--- src/rtl/serial_add_ctrl_pkg.sv ---
// Shared types for the bit-serial adder controller.
// State encoding: IDLE=0, RUN=1, DONE=2.
package serial_add_ctrl_pkg;

  typedef enum logic [1:0] {
    IDLE = 2'd0,
    RUN  = 2'd1,
    DONE = 2'd2
  } state_e;

endpackage

--- src/rtl/full_adder.sv ---
// One-bit full adder cell.
// Combinational; used as the 1-bit datapath of the serial adder.
module full_adder (
  output logic s,
  output logic c_out,
  input  logic a,
  input  logic b,
  input  logic c_in
);

  assign s     = a ^ b ^ c_in;
  assign c_out = (a & b) | (c_in & (a ^ b));

endmodule

--- src/rtl/serial_add_ctrl.sv ---
// Bit-serial adder: one full_adder reused over WIDTH cycles, LSB first.
// Optional signed-overflow output enabled by SERIAL_ADD_OVF_EN.
module serial_add_ctrl
  import serial_add_ctrl_pkg::*;
#(
  parameter int WIDTH = 8
) (
  input  logic             clk,
  input  logic             rst,
  input  logic             start,
  input  logic [WIDTH-1:0] a,
  input  logic [WIDTH-1:0] b,
  input  logic             c_in,
  output logic             busy,
  output logic             done,
  output logic [WIDTH-1:0] sum,
  output logic             c_out
`ifdef SERIAL_ADD_OVF_EN
  ,
  output logic             ovf
`endif
);

  localparam int CW = $clog2(WIDTH);
  localparam logic [CW-1:0] LAST = CW'(WIDTH - 1);

  state_e           state_q, state_d;
  logic [WIDTH-1:0] a_q, a_d;
  logic [WIDTH-1:0] b_q, b_d;
  logic [WIDTH-1:0] sh_q, sh_d;
  logic [WIDTH-1:0] sum_q, sum_d;
  logic [CW-1:0]    cnt_q, cnt_d;
  logic             carry_q, carry_d;
  logic             cout_q, cout_d;
  logic             ovf_q, ovf_d;
  logic             fa_s, fa_c;

  full_adder u_fa (
    .s     (fa_s),
    .c_out (fa_c),
    .a     (a_q[0]),
    .b     (b_q[0]),
    .c_in  (carry_q)
  );

  always_comb begin
    state_d = state_q;
    a_d     = a_q;
    b_d     = b_q;
    sh_d    = sh_q;
    sum_d   = sum_q;
    cnt_d   = cnt_q;
    carry_d = carry_q;
    cout_d  = cout_q;
    ovf_d   = ovf_q;
    unique case (state_q)
      IDLE, DONE: begin
        state_d = IDLE;
        if (start) begin
          state_d = RUN;
          a_d     = a;
          b_d     = b;
          carry_d = c_in;
          cnt_d   = '0;
        end
      end
      RUN: begin
        a_d     = a_q >> 1;
        b_d     = b_q >> 1;
        sh_d    = {fa_s, sh_q[WIDTH-1:1]};
        carry_d = fa_c;
        cnt_d   = cnt_q + CW'(1);
        if (cnt_q == LAST) begin
          state_d = DONE;
          sum_d   = {fa_s, sh_q[WIDTH-1:1]};
          cout_d  = fa_c;
          // carry_q here is the carry into the MSB
          ovf_d   = carry_q ^ fa_c;
        end
      end
      default: state_d = IDLE;
    endcase
  end

  always_ff @(posedge clk or posedge rst) begin
    if (rst) begin
      state_q <= IDLE;
      a_q     <= '0;
      b_q     <= '0;
      sh_q    <= '0;
      sum_q   <= '0;
      cnt_q   <= '0;
      carry_q <= 1'b0;
      cout_q  <= 1'b0;
      ovf_q   <= 1'b0;
    end else begin
      state_q <= state_d;
      a_q     <= a_d;
      b_q     <= b_d;
      sh_q    <= sh_d;
      sum_q   <= sum_d;
      cnt_q   <= cnt_d;
      carry_q <= carry_d;
      cout_q  <= cout_d;
      ovf_q   <= ovf_d;
    end
  end

  assign busy  = (state_q == RUN);
  assign done  = (state_q == DONE);
  assign sum   = sum_q;
  assign c_out = cout_q;

`ifdef SERIAL_ADD_OVF_EN
  assign ovf = ovf_q;
`else
  logic unused_ovf;
  assign unused_ovf = ovf_q;
`endif

endmodule

--- config.mk ---
export PLATFORM = sky130hd
export DESIGN_NAME = serial_add_ctrl
export DESIGN_NICKNAME = d
export VERILOG_FILES = /design/src/rtl/serial_add_ctrl_pkg.sv /design/src/rtl/full_adder.sv /design/src/rtl/serial_add_ctrl.sv
export SDC_FILE = /design/constraint.sdc
export NUM_CORES = 1
export LEC_CHECK = 0
export CORE_ASPECT_RATIO = 1.25
export CORE_UTILIZATION = 40
export CTS_BUF_LIST = sky130_fd_sc_hd__clkbuf_8
export DETAILED_ROUTE_END_ITERATION = 8
export PLACE_DENSITY = 0.73
export SYNTH_ARGS = -nofsm -noshare
export SYNTH_HDL_FRONTEND = slang
export SYNTH_SLANG_ARGS = --single-unit
--- constraint.sdc ---
create_clock -name clk -period 2.1 [get_ports clk]
set_clock_uncertainty 0.1 [all_clocks]
set_input_delay 0.21 -clock clk [delete_from_list [all_inputs] [get_ports clk]]
set_output_delay 0.21 -clock clk [all_outputs]
set_load 0.005 [all_outputs]
Yosys cells after proc, flatten, opt, wreduce, memory -nomap -nowiden --
Cells that the tools add are included.
Operators by class: add/sub/neg operators 1, muxes and demuxes 11, bitwise gates (word level) 5, reductions and logical operators 5, eq/ne operators 5
Operators by type and width (count):
- $pmux 8 s2 | 2
- $mux 8 | 2
- $pmux 3 s2 | 1
- $pmux 2 s2 | 1
- $reduce_and 2->1 | 2
- $add 3x1->3 const B | 1
- $eq 3x3->1 const B | 1
- $mux 3 | 1
- $and 1x1->1 | 2
- $eq 2x1->1 const B | 1
- $eq 2x2->1 const B | 1
- $logic_not 2->1 | 1
- $mux 1 | 2
- $mux 2 | 1
- $ne 2x1->1 const B | 1
- $ne 2x2->1 const B | 1
- $pmux 1 s2 | 1
- $reduce_bool 2->1 | 1
- $reduce_or 2->1 | 1
- $xor 1x1->1 | 2
- $or 1x1->1 | 1
Storage, ports and cells: bits of input ports 20, flip-flop bits (word level) 39, logic and storage cells 35

Longest topological paths before layout --
Gate-level depths: netlist of the first run.
depth in word-level cells 4, mapped depth 6, mapped depth without buffers 4

Hierarchy --
From an unflattened synthesis of the first run, not the netlist that was laid out.
Second synthesis, totals: cells, all modules 145, area total of the unflattened synthesis 1670.4 um^2
Modules (own cells, without submodules):
- serial_add_ctrl | area each 1650.3 um^2, sequential area each 950.9 um^2, instances 1, cells each 144
- full_adder | area each 20.0 um^2, sequential area each 0.0 um^2, instances 1, cells each 1

Worst setup path before layout of the first run --
Ideal clock, no wire load.
kind reg-to-reg, start point reg cnt_q[0], end point reg sum_q[0], in the netlist sum[0], arrival time 1218 ps, path slack 657 ps, setup time 125 ps, stages on the path, launching flop included 5, cell sequence dfrtp_1 -> ha_1 -> ha_1 -> nand2_4 -> mux2_2
On the way: word-level cells in the longest chain between the ends 2
Ends and longest elaborated chain:
- start: declaration | line serial_add_ctrl.sv:32 | logic [CW-1:0] cnt_q, cnt_d;
- start signal: assignment | line serial_add_ctrl.sv:102 | cnt_q <= cnt_d;
- $eq 3x3->1 | line serial_add_ctrl.sv:73 | if (cnt_q == LAST) begin
- $reduce_and 2->1 (no source line)
- end signal: assignment | line serial_add_ctrl.sv:101 | sum_q <= sum_d;
- end: declaration | line serial_add_ctrl.sv:31 | logic [WIDTH-1:0] sum_q, sum_d;
Every way passes these cells. A chain may end at the register's enable or synchronous reset.

Worst setup path in the final report of the first run --
start point reg state_q[1], end point out busy
On the way: word-level cells in the longest chain between the ends 1
Ends and longest elaborated chain:
- start: declaration | line serial_add_ctrl.sv:27 | state_e state_q, state_d;
- start signal: assignment | line serial_add_ctrl.sv:97 | state_q <= state_d;
- $eq 2x1->1 | line serial_add_ctrl.sv:109 | assign busy = (state_q == RUN);
- end: declaration | line serial_add_ctrl.sv:14 | output logic busy,
Every way passes these cells.

==> flow_metrics.py, run 1 <==
metrics = {
    "sta": {
        "finalCritPeriodShare": 0.897,
        "finalHoldViolations": 0,
        "grt_setup_unrepaired": "no",
        "slew_headroom": 0.690,
        "fmax_mhz": 531,
        "min_period_ns": 1.88,
        "worst_pin_slew_ns": 0.464,
        "finalSetupViolCount": 0,
        "tns_ns": 0,
        "finalMaxSlewViolations": 0,
    },
    "yosys": {
        "ys_seq_area_frac": 0.585,
        "synth_area_leader_cell": "dfrtp_1",
        "syn_area_mm2": 0.00163,
        "synth_cells": 144,
        "synth.area.top_cells": "dfrtp_1 (58%), o22ai_1 (5.8%), a21oi_2 (5.4%)",
        "synth_cell_types": 23,
        "synth-seq-cells": 38,
        "synth_area_per_cell_um2": 11.3,
        "ys_warn_count": 0,
        "synth_fp_nets": 167,
        "synth_top_area_frac": 0.585,
    },
    "routing": {
        "drt_wl_total_um": 2780,
        "drc": 0,
        "wl_per_cell_um": 12.0,
        "drtIter0Drc": 21,
        "firstDrtPassIters": 3,
        "antenna_left": 0,
        "viasPerCell": 4.82,
        "vias": 1119,
    },
    "power_and_ir_drop": {
        "pwr-share-clk": 0.166,
        "power_density_mw_per_mm2": 1460,
        "switchingPower_mw": 1.05,
        "p_sw_frac": 0.348,
        "ir_drop_v": 0.000583,
        "p_comb_frac": 0.406,
        "leakage_nw": 0.971,
        "seqPwrFrac": 0.428,
        "p_int_mw": 1.96,
    },
    "place": {
        "dp_hpwl_um": 2010,
        "port_buffers": 30,
        "dp_cells": 224,
        "place_congestion": 0.776,
    },
    "worst_setup_path": {
        "required_ns": 1.79,
        "cp.arrival_ns": 1.57,
        "startpoint_type": "flip-flop",
        "endpoint_kind": "output pin",
        "crit_path_max_fanout": 10,
        "crit_path_max_incr_delay_ns": 0.51,
        "critPathKind": "reg -> out",
        "slowest_stage": "clkdlybuf4s50_1",
        "crit_chain": "nand2b_1 > inv_6 > clkdlybuf4s50_1",
    },
    "clocking": {
        "cts_buffer_depth": 2,
        "tritoncts": "yes",
        "clock-sinks": 38,
        "cts_setup_buffers": 0,
        "cts_root_buf": "clkbuf_8",
        "clk_pin_slew_ns": 0.07,
        "cts_buffers": 5,
        "cts_hold_buffers": 0,
        "htreeDepth": 2,
        "worstSkewPairLatency_ns": 0.29,
        "ctsResizeCount": 0,
    },
    "die": {
        "pin_count": 31,
        "initial_core_util": 0.423,
        "core_mm2": 0.00385,
        "placementRows": 25,
        "dieArea_mm2": 0.00433,
        "die_h_um": 73.3,
        "die_w_um": 59.0,
    },
    "global_routing": {
        "overflow": 0,
        "antenna_found_initial": 0,
        "grt_pass1_vias": 1136,
        "grt_max_degree": 39,
        "grt_use_total": 0.152,
        "grt_pass1_wl_um": 4890,
    },
    "run_status": {
        "outcome": "completed",
    },
    "finish": {
        "layout_commonest_cell": "dfrtp_1",
        "layout.cells.non_filler": 232,
        "drive_above_1_share": 0.163,
        "mostFrequentLayoutCells": "dfrtp_1 (38), clkdlybuf4s50_1 (30), nand2_1 (21)",
        "nets": 200,
        "area_growth_pct": 26.5,
        "diodes": 0,
    },
    "job": {
        "max_cap_violations": 0,
    },
    "hold_path": {
        "hold_class": "in -> async",
    },
}
==> stage by stage <==
stage | worst slack [ns] | instance area (um^2) | total power, mW | hold slack (ns) | util
6_report | 0.217 | 2060 | 3.01 | 0.228 | 0.535
5_1_grt | 0.161 | 2060 | 3.26 | 0.278 | 0.535
4_1_cts | 0.207 | 2060 | 3.04 | 0.241 | 0.535
3_5_place_dp | 0.467 | 1970 | 2.54 | 0.365 | 0.511
3_3_place_gp | 0.536 | 1970 | 2.48 | 0.358 | 0.511
2_1_floorplan | 0.657 | 1630 | 2.18 | 0.254 | -
==> worst paths after layout <==
check                      startpoint       end  slack, ns  cells past startpoint
max in group asynchronous         rst    a_q[7]       1.35                      3
setup reg to reg           state_q[0]  cnt_q[2]       0.46                      4
hold reg to reg               sh_q[1]   sh_q[1]       0.38                      2
hold / removal                    rst    b_q[1]       0.23                      3
setup / recovery           state_q[1]      busy       0.22                      3
min in group clk              sh_q[1]   sh_q[1]       0.38                      2
==> critical path: cells and delay by family (launching register included) <==
kind / cells / cell delay (ns)
simple gates: 1 / 0.23
flops: 1 / 0.41
buf+inv: 2 / 0.64
==> sequential cells by signal (all words and copies together), names as in the netlist <==
signal   flops
sum          8
cnt_q        3
c_out        1
carry_q      1
b_q          8
state_q      2
a_q          8
sh_q         7
==> synthesized netlist by cell type <==
| master | n |
|---|---|
| ha_1 | 2 |
| nor2b_1 | 1 |
| fa_1 | 1 |
| nand2_4 | 1 |
| buf_2 | 2 |
| a21oi_2 | 10 |
| mux2i_1 | 1 |
| mux2_1 | 4 |
| and2_4 | 1 |
| mux2_2 | 6 |
| a22o_1 | 2 |
| nor2_1 | 1 |
| clkbuf_1 | 2 |
| a21oi_1 | 5 |
| inv_1 | 18 |
| o22ai_1 | 15 |
| nand2b_1 | 2 |
| nand2_1 | 21 |
| nand3_1 | 3 |
| o21ai_0 | 4 |
| dfrtp_1 | 38 |
| buf_6 | 3 |
| inv_6 | 1 |
==> logic make-up after synthesis <==
kind of cell,after synthesis,synth area share
mux,11,0.0754
buf+inv,26,0.0785
flops,38,0.585
compound gates,36,0.150
fa+ha+maj,3,0.0277
simple gates,30,0.0838
==> metal layers <==
metal  track usage  vias up  part of all wire
li1              -      549                 -
met1         0.180      538              0.44
met2         0.255       27              0.50
met3        0.0546        5             0.049
met4        0.0503        0             0.012
met5             0        -                 0
==> power groups by stage <==
| stage | Sequential [mW] | Clock (mW) | Combinational, mW |
|---|---|---|---|
| after floorplan | 1.26 | 0 | 0.924 |
| after global placement | 1.28 | 0 | 1.19 |
| after detailed placement | 1.30 | 0 | 1.24 |
| after CTS | 1.29 | 0.514 | 1.24 |
| after global routing | 1.33 | 0.546 | 1.38 |
| final | 1.29 | 0.499 | 1.22 |
==> final cells by class <==
class                      count  area, um^2
sequential                    38         951
timing repair buffer          33         323
clock inverter                 2        8.76
fill                         359        1790
tap                           54        67.6
multi-input combinational     80         548
clock buffer                   6        82.6
inverter                      19        76.3
Power figures use the tool's default switching activity.
==> inputs of run 2 (changes only) <==
PLACE_DENSITY = unset   (was 0.73)
==> run 2 against run 1 <==
Final cell count rose by 0.43%. Sequential power barely moved. Clock power rose by 20%. Worst setup slack improved by 0.0037 ns. Global-route usage rose by 0.82 points. Critical path type unchanged.
==> flow_metrics.py, run 2 (same netlist as run 1, synthesis figures left out) <==
metrics = {
    "clocking": {
        "tritoncts": "yes",
        "worstSkewPairLatency_ns": 0.29,
        "cts_setup_buffers": 0,
        "clock-sinks": 38,
        "htreeDepth": 2,
        "ctsResizeCount": 0,
        "cts_buffer_depth": 2,
        "clk_pin_slew_ns": 0.07,
        "cts_root_buf": "clkbuf_8",
        "cts_buffers": 5,
        "cts_hold_buffers": 0,
    },
    "die": {
        "die_h_um": 73.3,
        "die_w_um": 59.0,
        "initial_core_util": 0.423,
        "pin_count": 31,
        "placementRows": 25,
        "dieArea_mm2": 0.00433,
        "core_mm2": 0.00385,
    },
    "sta": {
        "finalMaxSlewViolations": 0,
        "worst_pin_slew_ns": 0.467,
        "slew_headroom": 0.689,
        "finalCritPeriodShare": 0.895,
        "finalSetupViolCount": 0,
        "setup_slack_ns": 0.221,
        "grt_setup_unrepaired": "no",
        "finalHoldViolations": 0,
        "tns_ns": 0,
        "min_period_ns": 1.88,
        "fmax_mhz": 532,
        "hold_slack_ns": 0.231,
    },
    "finish": {
        "layout.cells.non_filler": 233,
        "diodes": 0,
        "fin_util": 0.541,
        "stdcell_area_mm2": 0.00208,
        "layout_commonest_cell": "dfrtp_1",
        "drive_above_1_share": 0.173,
        "nFillCells": 355,
        "nets": 201,
        "area_growth_pct": 28.0,
        "mostFrequentLayoutCells": "dfrtp_1 (38), clkdlybuf4s50_1 (30), nand2_1 (21)",
    },
    "global_routing": {
        "overflow": 0,
        "grt_max_degree": 39,
        "antenna_found_initial": 0,
        "grt_pass1_vias": 1127,
        "grt_use_total": 0.160,
        "grt_pass1_wl_um": 5010,
    },
    "worst_setup_path": {
        "required_ns": 1.79,
        "crit_path_max_fanout": 10,
        "startpoint_type": "flip-flop",
        "endpoint_kind": "output pin",
        "cp.arrival_ns": 1.57,
        "critPathKind": "reg -> out",
    },
    "routing": {
        "drt_wl_total_um": 2880,
        "vias": 1104,
        "viasPerCell": 4.74,
        "firstDrtPassIters": 4,
        "drc": 0,
        "antenna_left": 0,
        "wl_per_cell_um": 12.4,
        "drtIter0Drc": 18,
    },
    "job": {
        "max_cap_violations": 0,
    },
    "place": {
        "place_area_mm2": 0.00197,
        "preCtsSetupSlack_ns": 0.530,
        "port_buffers": 30,
        "dp_hpwl_um": 2070,
        "place_congestion": 0.738,
        "dp_cells": 225,
    },
    "power_and_ir_drop": {
        "ir_drop_v": 0.000652,
        "power_density_mw_per_mm2": 1510,
        "total_power_mw": 3.13,
        "leakage_nw": 0.981,
    },
    "run_status": {
        "outcome": "completed",
    },
    "hold_path": {
        "hold_class": "in -> async",
    },
}
[run 2: cell type report]
| class | count | area (um^2) | area share |
|---|---|---|---|
| Timing Repair Buffer | 34 | 330 | 0.159 |
| Tap cell | 54 | 67.6 | 0.0325 |
| Multi-Input combinational cell | 80 | 548 | 0.263 |
| Sequential cell | 38 | 951 | 0.457 |
| Clock buffer | 5 | 68.8 | 0.0331 |
| Inverter | 19 | 76.3 | 0.0367 |
| Clock inverter | 3 | 40.0 | 0.0192 |
[run 2: final timing paths]
path,start,end,slack (ns),cells after the start
worst max-delay path,state_q[1],busy,0.22,3
worst min-delay path,rst,sum[3],0.23,3
worst max register to register,cnt_q[0],sum[1],0.54,4
worst min register to register,sh_q[1],sh_q[1],0.39,2
max in group asynchronous,rst,sum[1],1.33,3
min in group clk,a[7],a_q[7],0.38,3
[run 2: worst max-delay path: stages, from the launching register on]
cell and delay (ns):
dfrtp_1 0.40, nand2b_1 0.24, inv_6 0.14, clkdlybuf4s50_1 0.51
[run 2: power by group]
part,internal (mW),switching (mW)
clock,0.349,0.249
sequential,1.08,0.202
combinational,0.637,0.618
total,2.07,1.07
[run 2: per-layer routing]
metal,share of wire,global-route usage
met5,0,0
met4,0.024,0.0873
met1,0.40,0.163
met3,0.045,0.0493
met2,0.53,0.287
==> inputs of run 3 (changes only) <==
CORE_UTILIZATION = 35   (was 40)
==> run 3 against run 2 <==
Maximum frequency rose by 0.84%. Clock power fell by 5.0%. Design area barely moved. Global-route usage fell by 2.8 points. Sequential power barely moved. Die area rose by 14%. Sequential cell count did not move. Register-to-register slack got worse by 0.10 ns. Non-clock buffer count fell by 1. Final cell count rose by 1.3%. First-iteration DRC count rose by 130%. Combinational power barely moved. Critical path type unchanged. Critical endpoint unchanged. Highest routed layer unchanged.
==> flow_metrics.py, run 3 (same netlist as run 1, synthesis figures left out) <==
metrics = {
    "run_status": {
        "outcome": "completed",
    },
    "die": {
        "dieArea_mm2": 0.00493,
        "core_mm2": 0.00443,
        "die_w_um": 63.0,
        "pin_count": 31,
        "die_h_um": 78.2,
        "placementRows": 27,
        "initial_core_util": 0.368,
    },
    "worst_setup_path": {
        "required_ns": 1.79,
        "startpoint_type": "flip-flop",
        "crit_chain": "nand2b_1 > inv_6 > clkdlybuf4s50_1",
        "critPathKind": "reg -> out",
        "crit_path_max_incr_delay_ns": 0.51,
        "cp.arrival_ns": 1.55,
        "slowest_stage": "clkdlybuf4s50_1",
        "crit_path_max_fanout": 10,
        "startpoint": "state_q[1]",
        "reg2reg_from": "state_q[0]",
        "endpoint_kind": "output pin",
    },
    "routing": {
        "drc": 0,
        "drtIter0Drc": 41,
        "vias": 1139,
        "firstDrtPassIters": 4,
        "antenna_left": 0,
        "drt_wl_total_um": 2930,
        "wl_per_cell_um": 12.4,
        "viasPerCell": 4.83,
    },
    "clocking": {
        "tritoncts": "yes",
        "worstSkewPairLatency_ns": 0.28,
        "cts_buffer_depth": 2,
        "cts_setup_buffers": 0,
        "cts_root_buf": "clkbuf_8",
        "ctsResizeCount": 0,
        "cts_hold_buffers": 0,
        "clock-sinks": 38,
        "htreeDepth": 2,
        "clk_pin_slew_ns": 0.07,
        "cts_buffers": 5,
    },
    "sta": {
        "tns_ns": 0,
        "finalSetupViolCount": 0,
        "grt_setup_unrepaired": "no",
        "finalMaxSlewViolations": 0,
        "finalHoldViolations": 0,
        "fmax_mhz": 537,
        "worst_pin_slew_ns": 0.465,
        "min_period_ns": 1.86,
        "slew_headroom": 0.690,
        "finalCritPeriodShare": 0.887,
    },
    "finish": {
        "nets": 200,
        "mostFrequentLayoutCells": "dfrtp_1 (38), clkdlybuf4s50_1 (30), nand2_1 (21)",
        "drive_above_1_share": 0.169,
        "diodes": 0,
        "layout_commonest_cell": "dfrtp_1",
        "area_growth_pct": 27.9,
        "fin_util": 0.470,
        "stdcell_area_mm2": 0.00208,
    },
    "place": {
        "place_congestion": 0.718,
        "dp_hpwl_um": 2120,
        "place_area_mm2": 0.00197,
        "port_buffers": 30,
    },
    "power_and_ir_drop": {
        "pwr-share-clk": 0.183,
        "leakage_nw": 0.976,
        "switchingPower_mw": 1.06,
        "ir_drop_v": 0.000620,
        "power_density_mw_per_mm2": 1490,
        "p_sw_frac": 0.343,
        "p_comb_frac": 0.401,
        "seqPwrFrac": 0.415,
        "p_int_mw": 2.03,
    },
    "global_routing": {
        "antenna_found_initial": 0,
        "grt_use_total": 0.132,
        "grt_pass1_wl_um": 5090,
        "grt_max_degree": 39,
        "overflow": 0,
        "grt_pass1_vias": 1201,
    },
    "hold_path": {
        "hold_class": "in -> async",
    },
    "job": {
        "max_cap_violations": 0,
    },
}
==> run 3: cell types whose count changed in the layout (fill, tap and decap cells not counted) <==
cell / before / now
clkinv_2: 2 / 0
bufinv_16: 1 / 0
buf_4: 4 / 3
clkbuf_8: 5 / 8
==> run 3: routing by layer <==
metal  wire, um  up-vias  global-route usage
li1           -      548                   -
met1       1180      555               0.141
met2       1570       31               0.244
met3        134        5              0.0276
met4         46        0              0.0628
met5          0        -                   0
==> run 3: final cells by class <==
type | count | area [um^2]
Clock buffer | 8 | 110
Fill cell | 421 | 2340
Inverter | 19 | 76.3
Multi-Input combinational cell | 80 | 548
Sequential cell | 38 | 951
Tap cell | 58 | 72.6
Timing Repair Buffer | 33 | 323
==> run 3: path summary, 6_finish.rpt <==
path / end / slack [ns] / depth (start not counted)
setup / recovery: busy / 0.24 / 3
hold / removal: sum[2] / 0.23 / 3
setup reg to reg: a_q[5] / 0.44 / 4
hold reg to reg: sh_q[1] / 0.38 / 2
max in group asynchronous: a_q[1] / 1.34 / 3
min in group clk: sh_q[1] / 0.38 / 2
==> run 3: stage by stage <==
step / total power, mW / instances / setup slack [ns] / hold slack [ns]
after detailed placement: 2.57 / 228 / 0.452 / 0.366
after CTS: 3.15 / 236 / 0.214 / 0.243
after floorplan: 2.18 / 144 / 0.657 / 0.254
after global placement: 2.49 / 228 / 0.510 / 0.361
after global routing: 3.35 / 236 / 0.181 / 0.305
final: 3.10 / 236 / 0.236 / 0.225
==> run 3: critical path: cells and delay by family, from the launching register on <==
family | cells | cell delay (ns)
flops | 1 | 0.41
buf+inv | 2 | 0.64
simple gates | 1 | 0.23
==> run 3: power by group through the flow <==
stage                     Combinational [mW]  Clock [mW]  Sequential, mW
after floorplan                        0.924           0            1.26
after global placement                  1.21           0            1.29
after detailed placement                1.26           0            1.30
after CTS                               1.26       0.596            1.29
after global routing                    1.39       0.618            1.34
final                                   1.24       0.568            1.29
